File: config.mk
export PLATFORM = sky130hd
export DESIGN_NAME = alu_ctrl_unit
export DESIGN_NICKNAME = d
export VERILOG_FILES = /design/src/rtl/alu_ctrl_unit.sv
export SDC_FILE = /design/constraint.sdc
export NUM_CORES = 1
export LEC_CHECK = 0
export CAP_MARGIN = 40
export CORE_AREA = 2 2 39 41
export CTS_BUF_LIST = sky130_fd_sc_hd__clkbuf_4
export DETAILED_ROUTE_END_ITERATION = 8
export DIE_AREA = 0 0 41 43
export DONT_BUFFER_PORTS = 1
export PLACE_DENSITY = 0.52
export SLEW_MARGIN = 25
export SYNTH_ARGS = -nofsm -noshare
export SYNTH_HDL_FRONTEND = slang
export SYNTH_SLANG_ARGS = --single-unit
File: constraint.sdc
create_clock -name clk -period 0.8 [get_ports clk]
set_input_delay 0.16 -clock clk [delete_from_list [all_inputs] [get_ports clk]]
set_output_delay 0.16 -clock clk [all_outputs]
set_load 0.01 [all_outputs]
File: src/rtl/alu_ctrl_unit.sv
// alu_ctrl_unit: RV32I ALU control decoder with one registered output stage.
// Maps the ALUOp class plus funct = {funct7[5], funct3} to a 4-bit ALU select
// and flags combinations that cannot be decoded.
// Optional macro ALU_CTRL_STICKY_ERR_EN adds a sticky_err output that latches
// any registered illegal input until reset.

module alu_ctrl_unit #(
  parameter logic [3:0] ILLEGAL_SEL = 4'b0000
) (
  input  logic       clk,
  input  logic       rst_n,
  input  logic       in_valid,
  input  logic [1:0] ALUOp,
  input  logic [3:0] funct,
  output logic [3:0] ALUSel,
  output logic       out_valid,
  output logic       illegal
`ifdef ALU_CTRL_STICKY_ERR_EN
  ,
  output logic       sticky_err
`endif
);

  localparam logic [3:0] SEL_ADD  = 4'b0000;
  localparam logic [3:0] SEL_SUB  = 4'b0001;
  localparam logic [3:0] SEL_SLL  = 4'b0010;
  localparam logic [3:0] SEL_SLT  = 4'b0011;
  localparam logic [3:0] SEL_SLTU = 4'b0100;
  localparam logic [3:0] SEL_XOR  = 4'b0101;
  localparam logic [3:0] SEL_SRL  = 4'b0110;
  localparam logic [3:0] SEL_SRA  = 4'b0111;
  localparam logic [3:0] SEL_OR   = 4'b1000;
  localparam logic [3:0] SEL_AND  = 4'b1001;

  logic [3:0] next_sel;
  logic       next_illegal;

  // Pure combinational decode of the current ALUOp/funct pair.
  always_comb begin
    next_sel     = SEL_ADD;
    next_illegal = 1'b0;
    case (ALUOp)
      2'b00: begin
        next_sel = SEL_ADD;
      end
      2'b01: begin
        case (funct)
          4'b0000: next_sel = SEL_ADD;
          4'b1000: next_sel = SEL_SUB;
          4'b0001: next_sel = SEL_SLL;
          4'b0010: next_sel = SEL_SLT;
          4'b0011: next_sel = SEL_SLTU;
          4'b0100: next_sel = SEL_XOR;
          4'b0101: next_sel = SEL_SRL;
          4'b1101: next_sel = SEL_SRA;
          4'b0110: next_sel = SEL_OR;
          4'b0111: next_sel = SEL_AND;
          default: begin
            next_sel     = ILLEGAL_SEL;
            next_illegal = 1'b1;
          end
        endcase
      end
      2'b10: begin
        case (funct[2:0])
          3'b000: next_sel = SEL_ADD;
          3'b001: begin
            if (funct[3]) begin
              next_sel     = ILLEGAL_SEL;
              next_illegal = 1'b1;
            end else begin
              next_sel = SEL_SLL;
            end
          end
          3'b010: next_sel = SEL_SLT;
          3'b011: next_sel = SEL_SLTU;
          3'b100: next_sel = SEL_XOR;
          3'b101: next_sel = funct[3] ? SEL_SRA : SEL_SRL;
          3'b110: next_sel = SEL_OR;
          3'b111: next_sel = SEL_AND;
        endcase
      end
      2'b11: begin
        case (funct[2:0])
          3'b000, 3'b001: next_sel = SEL_SUB;
          3'b100, 3'b101: next_sel = SEL_SLT;
          3'b110, 3'b111: next_sel = SEL_SLTU;
          default: begin
            next_sel     = ILLEGAL_SEL;
            next_illegal = 1'b1;
          end
        endcase
      end
    endcase
  end

  // Output stage: valid follows in_valid, select/flag update only on valid input.
  always_ff @(posedge clk or negedge rst_n) begin
    if (!rst_n) begin
      ALUSel    <= SEL_ADD;
      out_valid <= 1'b0;
      illegal   <= 1'b0;
    end else begin
      out_valid <= in_valid;
      if (in_valid) begin
        ALUSel  <= next_sel;
        illegal <= next_illegal;
      end
    end
  end

`ifdef ALU_CTRL_STICKY_ERR_EN
  // Latch any accepted illegal input; only reset clears it.
  always_ff @(posedge clk or negedge rst_n) begin
    if (!rst_n) begin
      sticky_err <= 1'b0;
    end else if (in_valid && next_illegal) begin
      sticky_err <= 1'b1;
    end
  end
`endif

endmodule

* Word level (Yosys, flattened, before mapping) *
Index checks and enable logic that the tools add are counted.
W data, S select, Z words.

cells by class
  equal/unequal tests = 19
  muxes and demuxes = 11
  reduce and logical (&&, ||, !) cells = 8

operators with widths
  operator              count
  $pmux W4 S9           1
  $pmux W4 S8           1
  $eq A4 B3 Y1 const B  4
  $pmux W4 S4           1
  $eq A3 B3 Y1 const B  4
  $reduce_or A10 Y1     1
  $pmux W3 S3           1
  $eq A4 B2 Y1 const B  2
  $eq A4 B4 Y1 const B  2
  $eq A3 B2 Y1 const B  2
  $reduce_or A2 Y1      3
  $reduce_or A6 Y1      1
  $mux W1               5
  $eq A2 B2 Y1 const B  2
  $eq A4 B1 Y1 const B  1
  $logic_not A4 Y1      1
  $eq A3 B1 Y1 const B  1
  $logic_not A3 Y1      1
  $pmux W1 S3           1
  $eq A2 B1 Y1 const B  1
  $logic_not A2 Y1      1
  $mux W2               1

storage, ports and cells
  register bits after elaboration = 6
  bits of input ports = 9
  word-level logic and storage cells = 41

* Logic depth before layout (Yosys ltp) *
Gate-level depths: netlist of the first run.

  word-level depth = 4
  gate-level depth with buffers = 5
  mapped depth without buffers = 4

* Worst setup path before layout of the first run *
No wires, ideal clock.

  kind = input-to-reg
  start = in funct[0]
  end = reg ALUSel[0]
  setup time = 132 ps
  data arrival time = 906 ps
  slack = -238 ps
  stages = 4
  path buffers = 1
  cells stage by stage = buf_6 or3_1 a32oi_1 o211ai_1

between the ends
  cells in the longest elaborated chain, start to end = 4
  elaborated cells between the ends (all ways) = 24

ends and longest elaborated chain
  item                                  RTL line  RTL
  start, declared                       14        input logic [3:0] funct,
  $eq A3 B3 Y1 (tied with other cells)  65, 84
  $reduce_or A2 Y1                      --
  $pmux W3 S3                           84        case (funct[2:0])
  $pmux W4 S4 (*)                       42        case (ALUOp)
  end signal, assigned                  106       ALUSel <= next_sel;
  end, declared                         15        output logic [3:0] ALUSel,

Mark *: on every way between the ends. The rest lies on a longest branch, timed or not.
A chain may end at the register's enable or synchronous reset.

* Final worst setup path of the first run *
  start = reg illegal
  end = out illegal

RTL lines
  item                    RTL line  RTL
  start, declared         17        output logic illegal
  start signal, assigned  107       illegal <= next_illegal;

No word-level cell between the ends.

==> results.md, run 1 <==
* Net Count, Synth at 64
* WHS Endpoint: ALUSel[2]
* CP Buf/Inv Count at 1
* Worst slack at placement at -0.179 ns
* Die area at 1760 um^2
* Worst r2r path cells at 3
* Final hold violations at 0
* Fmax at 1110 MHz
* Slew margin rel. at 77.1%
* Wire length per cell at 12.7 um
* R2R setup slack at -0.01 ns
* Vias per cell at 5.35
* Critical-path top delay cell: dfrtp_1
* Total track usage at 12.8%
* PortBufs at 0
* RR Startpoint: illegal
* Status: complete, but fails checks
* Worst Setup Path Type: flip-flop to output port
* Synthesis-stage register bit count at 6
* Final Max Slew Viols at 0
* Routed Antenna Nets at 0
* Util after Layout at 36.4%
* Area Growth Syn to Fin at 15.5%
* YS warnings at 0
* DR vias at 396
* Final std cells w/o fill at 74
* Period utilization at 113%
* Die Span Y at 43 um
* Leak at 0.218 nW
* # IOs at 15
* WHS at 0.00709 ns
* Req. time, crit path at 0.64 ns
* First-pass GRT wire length at 1590 um
* Hold path depth at 1
* Largest net degree at the start of global routing at 12
* Sequential area share after synthesis at 34.4%
* HP Start: in_valid
* Number of global-route vias before repair at 363
* Unrepaired setup endpoints after global routing: true
* CP top delay family: flip-flops
* Max_cap viols at 0
* DRC Markers at 0
* Avg Cell Area, Syn at 7.94 um^2
* Initial Util at 31.6%
* Max clock buf depth at 2
* CTS tree: done
* Initial antenna violation count at 0
* Failing checks: setup timing
* Nature of the critical path endpoint: output port
* Slew of the pin with the lowest slew margin at 0.340 ns
* Hold/Removal Path Class: input port to flip-flop
* CTS root buf: clkbuf_4
* First-iteration detailed-routing DRC count at 7
* Layout net count at 69
* Clock Sinks at 6
* Ratio of cells with drive above 1 in the final layout at 15.5%
* Number of CTS-inserted buffers at 3
* Die Span X at 41 um
* Clk slew on worst S/H paths at 0.05 ns
* Sum Neg Setup Slack at -0.146 ns
* Initial DRT Pass Iterations at 5
* VDD IR max at 0.381 mV
* Placed cells at 68
* Latest clock arrival within the worst-skew pair at 0.24 ns
* Grt ovf at 0
* Cell area power density at 1520 nW/um^2
* Inserted Diodes at 0
* Endpoints failing setup at 6
* Final worst setup slack at -0.103 ns
* FF-to-FF End: illegal
* Dpl hpwl at 697 um
* Fin crit period at 0.903 ns
* Synth unique cells at 26
* Final RePlAce weighted congestion at 0.750
* CP Cell Sequence: buf_6
* Core Region at 1380 um^2
* Critical Path Source Type: flip-flop
* WL final at 941 um
* H-tree depth at 1
* Cell Rows at 14
* CP Max Fanout at 2
* Mapped Area at 437 um^2
* Worst Path Arrival at 0.74 ns
* Largest stage delay, worst path at 0.38 ns
* Setup Skew at 0 ns
* Cells after synthesis at 55
## state kept, by name, summed over array words and instances (netlist names)
name / cells
ALUSel: 4
illegal: 1
out_valid: 1
## synthesized netlist by cell type
library cell | count | area [um^2]
dfrtp_1 | 6 | 150
a21oi_1 | 5 | 25.0
nand2_1 | 5 | 18.8
nand2b_1 | 4 | 25.0
nor2_1 | 4 | 15.0
inv_1 | 3 | 11.3
o21ai_0 | 3 | 15.0
a32oi_1 | 2 | 17.5
buf_2 | 2 | 10.0
buf_6 | 2 | 22.5
clkbuf_1 | 2 | 7.51
nand4_1 | 2 | 12.5
o21ai_1 | 2 | 10.0
a21boi_1 | 1 | 7.51
a21o_1 | 1 | 7.51
mux2i_1 | 1 | 10.0
nand3_1 | 1 | 5.00
nand3b_1 | 1 | 7.51
nand4b_1 | 1 | 8.76
nor3_1 | 1 | 5.00
nor4_1 | 1 | 6.26
o211ai_1 | 1 | 7.51
o2bb2ai_1 | 1 | 8.76
or2b_1 | 1 | 7.51
or3_1 | 1 | 6.26
xnor2_1 | 1 | 8.76
## worst max-delay path by stage
| stage | startpoint | endpoint | slack (ns) | depth (start not counted) |
|---|---|---|---|---|
| finish | illegal | illegal | -0.10 | 1 |
| global route | illegal | illegal | -0.13 | 1 |
| CTS | illegal | illegal | -0.12 | 1 |
| detailed placement | funct[3] | ALUSel[0] | -0.18 | 4 |
| global placement | funct[3] | ALUSel[0] | -0.16 | 4 |
| floorplan | ALUOp[1] | ALUSel[0] | -0.20 | 4 |
## cell usage in the layout, fill, tap and decap left out, drive strengths merged, types with 2 or more instances in the layout
| cell type | n |
|---|---|
| dlygate4sd3 | 2 |
| nand2 | 5 |
| o21ai | 5 |
| nand4 | 2 |
| nand2b | 4 |
| a32oi | 2 |
| buf | 4 |
| a21oi | 5 |
| dfrtp | 6 |
| clkbuf | 3 |
| inv | 3 |
| nor2 | 4 |
## power by group
| part | internal (mW) | switching (mW) |
|---|---|---|
| Clock | 0.169 | 0.103 |
| Sequential | 0.331 | 0.0270 |
| Combinational | 0.0801 | 0.0577 |
## cells by family after synthesis
group	after synthesis	synth area share (%)
buffers and inverters	9	11.7
AOI/OAI and AO/OA	16	22.6
xor gates and xnor gates	1	2.01
muxes	1	2.29
DFF	6	34.4
and+or+nand+nor	22	26.9
## metal layers
metal	share of wire [%]	wire (um)	global-route usage, %
met3	8.0	75	3.14
met4	0	0	8.00
met2	44	412	14.4
met1	48	453	20.4
met5	0	0	0
## timing repair
action | CTS | global route
gates cloned | 0 | 0
setup endpoints to repair | 5 | 6
hold buffers | 2 | 0
resized for setup | 1 | 1
buffers inserted | 0 | 1
hold endpoints to repair | 7 | 0
## through the flow
| stage | area [um^2] | total power [mW] |
|---|---|---|
| 2_1_floorplan | 453 | 0.491 |
| 3_3_place_gp | 447 | 0.475 |
| 3_5_place_dp | 447 | 0.476 |
| 4_1_cts | 493 | 0.772 |
| 5_1_grt | 504 | 0.822 |
| 6_report | 504 | 0.768 |
## final cells by class
| type | count | area [um^2] |
|---|---|---|
| well taps | 16 | 20.0 |
| clock buffers | 3 | 22.5 |
| repair buffers | 6 | 53.8 |
| inverters | 3 | 11.3 |
| flip-flops and latches | 6 | 150 |
| fillers | 149 | 880 |
| multi-input cells | 40 | 246 |
No activity file was read; power rests on OpenSTA's default activity.
==> run 2: changes to the inputs <==
--- a/config.mk
+++ b/config.mk
@@ -11,6 +11,7 @@
 export DETAILED_ROUTE_END_ITERATION = 8
 export DIE_AREA = 0 0 41 43
 export DONT_BUFFER_PORTS = 1
+export GPL_TIMING_DRIVEN = 0
 export PLACE_DENSITY = 0.52
 export SLEW_MARGIN = 25
 export SYNTH_ARGS = -nofsm -noshare
==> run 2 against run 1 <==
Compared with the run above: the run still ends with setup timing left; cell count is 2.7% higher; utilization grew 3.0 points; largest cell class unchanged; via count is 0.25% higher; critical endpoint unchanged; count of clock-buffer cells in the layout stayed put; clock skew unchanged; critical path depth shrank 1; wire length is 2.2% lower; worst setup slack better by 0.089 ns; total power increased by 5.3%; first-iteration DRC count rose by 86%; non-clock buffer count grew 2.
==> results.md, run 2 (synthesis results as in run 1) <==
* Setup Skew at 0 ns (unchanged)
* First-pass GRT wire length at 1650 um (+3.9%)
* Core Region at 1380 um^2 (unchanged)
* Unrepaired setup endpoints after global routing: true
* Die Span X at 41 um (unchanged)
* Initial antenna violation count at 0 (unchanged)
* Hold/Removal Path Class: input port to flip-flop
* Final worst setup slack at -0.0144 ns (+0.0888 ns)
* Layout net count at 71 (+2.9%)
* WHS at 0.202 ns (+0.195 ns)
* Critical Path Source Type: flip-flop
* WL final at 920 um (-2.2%)
* Wire length per cell at 12.1 um (-4.8%)
* CTS tree: done
* Number of CTS-inserted buffers at 3 (unchanged)
* H-tree depth at 1 (unchanged)
* # IOs at 15 (unchanged)
* Die Span Y at 43 um (unchanged)
* Most common cell after layout, fill and taps aside: dfrtp_1
* Slew margin rel. at 82.3% (+5.2 points)
* Clk slew on worst S/H paths at 0.04 ns (about the same)
* Number of global-route vias before repair at 384 (+5.8%)
* Cell Rows at 14 (unchanged)
* FF+latch area at 150 um^2 (unchanged)
* First-iteration detailed-routing DRC count at 13 (+6)
* Latest clock arrival within the worst-skew pair at 0.24 ns (about the same)
* Slew of the pin with the lowest slew margin at 0.264 ns (-0.0757 ns)
* Max_cap viols at 0 (unchanged)
* Largest register FFs at 4 (unchanged)
* Ratio of cells with drive above 1 in the final layout at 21.7% (+6.1 points)
* Die area at 1760 um^2 (unchanged)
* Sum Neg Setup Slack at -0.0322 ns (+0.114 ns)
* Total track usage at 13.9% (+1.2 points)
* Worst Setup Path Type: flip-flop to output port
* Util after Layout at 39.4% (+3.0 points)
* Req. time, crit path at 0.64 ns (about the same)
* Final non-filler cell area at 546 um^2 (+8.2%)
* Nature of the critical path endpoint: output port
* DRC Markers at 0 (unchanged)
* CTS root buf: clkbuf_4
* Placed Area at 473 um^2 (+5.9%)
* Endpoints failing setup at 6 (unchanged)
* Commonest cells after routing, fill and taps aside: dfrtp_1, nand2_1
* Routed Antenna Nets at 0 (unchanged)
* Design Power at 809 uW (+5.3%)
* Fill cell count at 141 (-5.4%)
* Leak at 0.230 nW (+5.4%)
* Inserted Diodes at 0 (unchanged)
* Worst Path Arrival at 0.65 ns (-0.09 ns)
* Area occupied by multi-input gates at 265 um^2 (+7.6%)
* Grt ovf at 0 (unchanged)
* CP Max Fanout at 2 (unchanged)
* Fin crit period at 0.814 ns (-0.0888 ns)
* Final RePlAce weighted congestion at 0.814 (+8.6%)
* Initial Util at 31.6% (unchanged)
* Largest net degree at the start of global routing at 11 (-1)
* Final hold violations at 0 (unchanged)
* Dpl hpwl at 689 um (-1.1%)
* DR vias at 397 (+0.25%)
* Fmax at 1230 MHz (+11%)
* Area Growth Syn to Fin at 24.9%
* Cell area power density at 1480 nW/um^2 (-2.7%)
* Initial DRT Pass Iterations at 4 (-1)
* Largest Register: ALUSel
* Largest regs: ALUSel x4, illegal x1, out_valid x1
* Period utilization at 102% (-11 points)
* Clock Sinks at 6 (unchanged)
* Status: complete, but fails checks
* VDD IR max at 0.375 mV (-1.4%)
* Final Max Slew Viols at 0 (unchanged)
* Vias per cell at 5.22 (-2.4%)
* Failing checks: setup timing
* Max clock buf depth at 2 (unchanged)
* PortBufs at 0 (unchanged)
## run 2: per-layer routing
metal  share of wire, %  up-vias  track usage (%)
met5                  0        -                0
met1                 49      174             19.2
met4                1.5        0             10.0
li1                   -      206                -
met2                 45       15             17.5
met3                4.6        2             4.19
## run 2: stage by stage
stage	setup slack (ns)	cells
2_1_floorplan	-0.200	55
3_3_place_gp	-0.248	71
3_5_place_dp	-0.268	71
4_1_cts	-0.0187	76
5_1_grt	-0.0388	76
6_report	-0.0144	76
## run 2: timing repair
item                                   in CTS  in global routing
pin swaps                                   1                  1
gates resized for setup                     0                  6
endpoints found under the hold margin       7                  0
hold buffers                                2                  0
setup buffers                               0                  0
setup endpoints to repair                   6                 11
## run 2: worst paths after layout
check                           slack (ns)  cells past startpoint  startpoint        end
worst min register to register        0.56                      1   ALUSel[3]  ALUSel[3]
worst max-delay path                 -0.01                      0     illegal    illegal
max in group asynchronous             0.36                      1       rst_n  out_valid
worst max register to register        0.07                      2     illegal    illegal
worst min-delay path                  0.20                      3    funct[3]  ALUSel[1]
min in group asynchronous             0.23                      1       rst_n    illegal
## run 2: layout make-up
class | instances | area share [%]
Clock buffer | 3 | 4.13
Buffer | 6 | 10.3
Timing Repair Buffer | 2 | 3.67
Multi-Input combinational cell | 40 | 48.6
Tap cell | 16 | 3.67
Sequential cell | 6 | 27.5
Inverter | 3 | 2.06
## run 2: power breakdown
group | total, mW | switching [mW] | internal [mW]
registers | 0.361 | 0.0298 | 0.331
logic | 0.183 | 0.0950 | 0.0878
clock network | 0.265 | 0.0962 | 0.169
total | 0.809 | 0.221 | 0.588
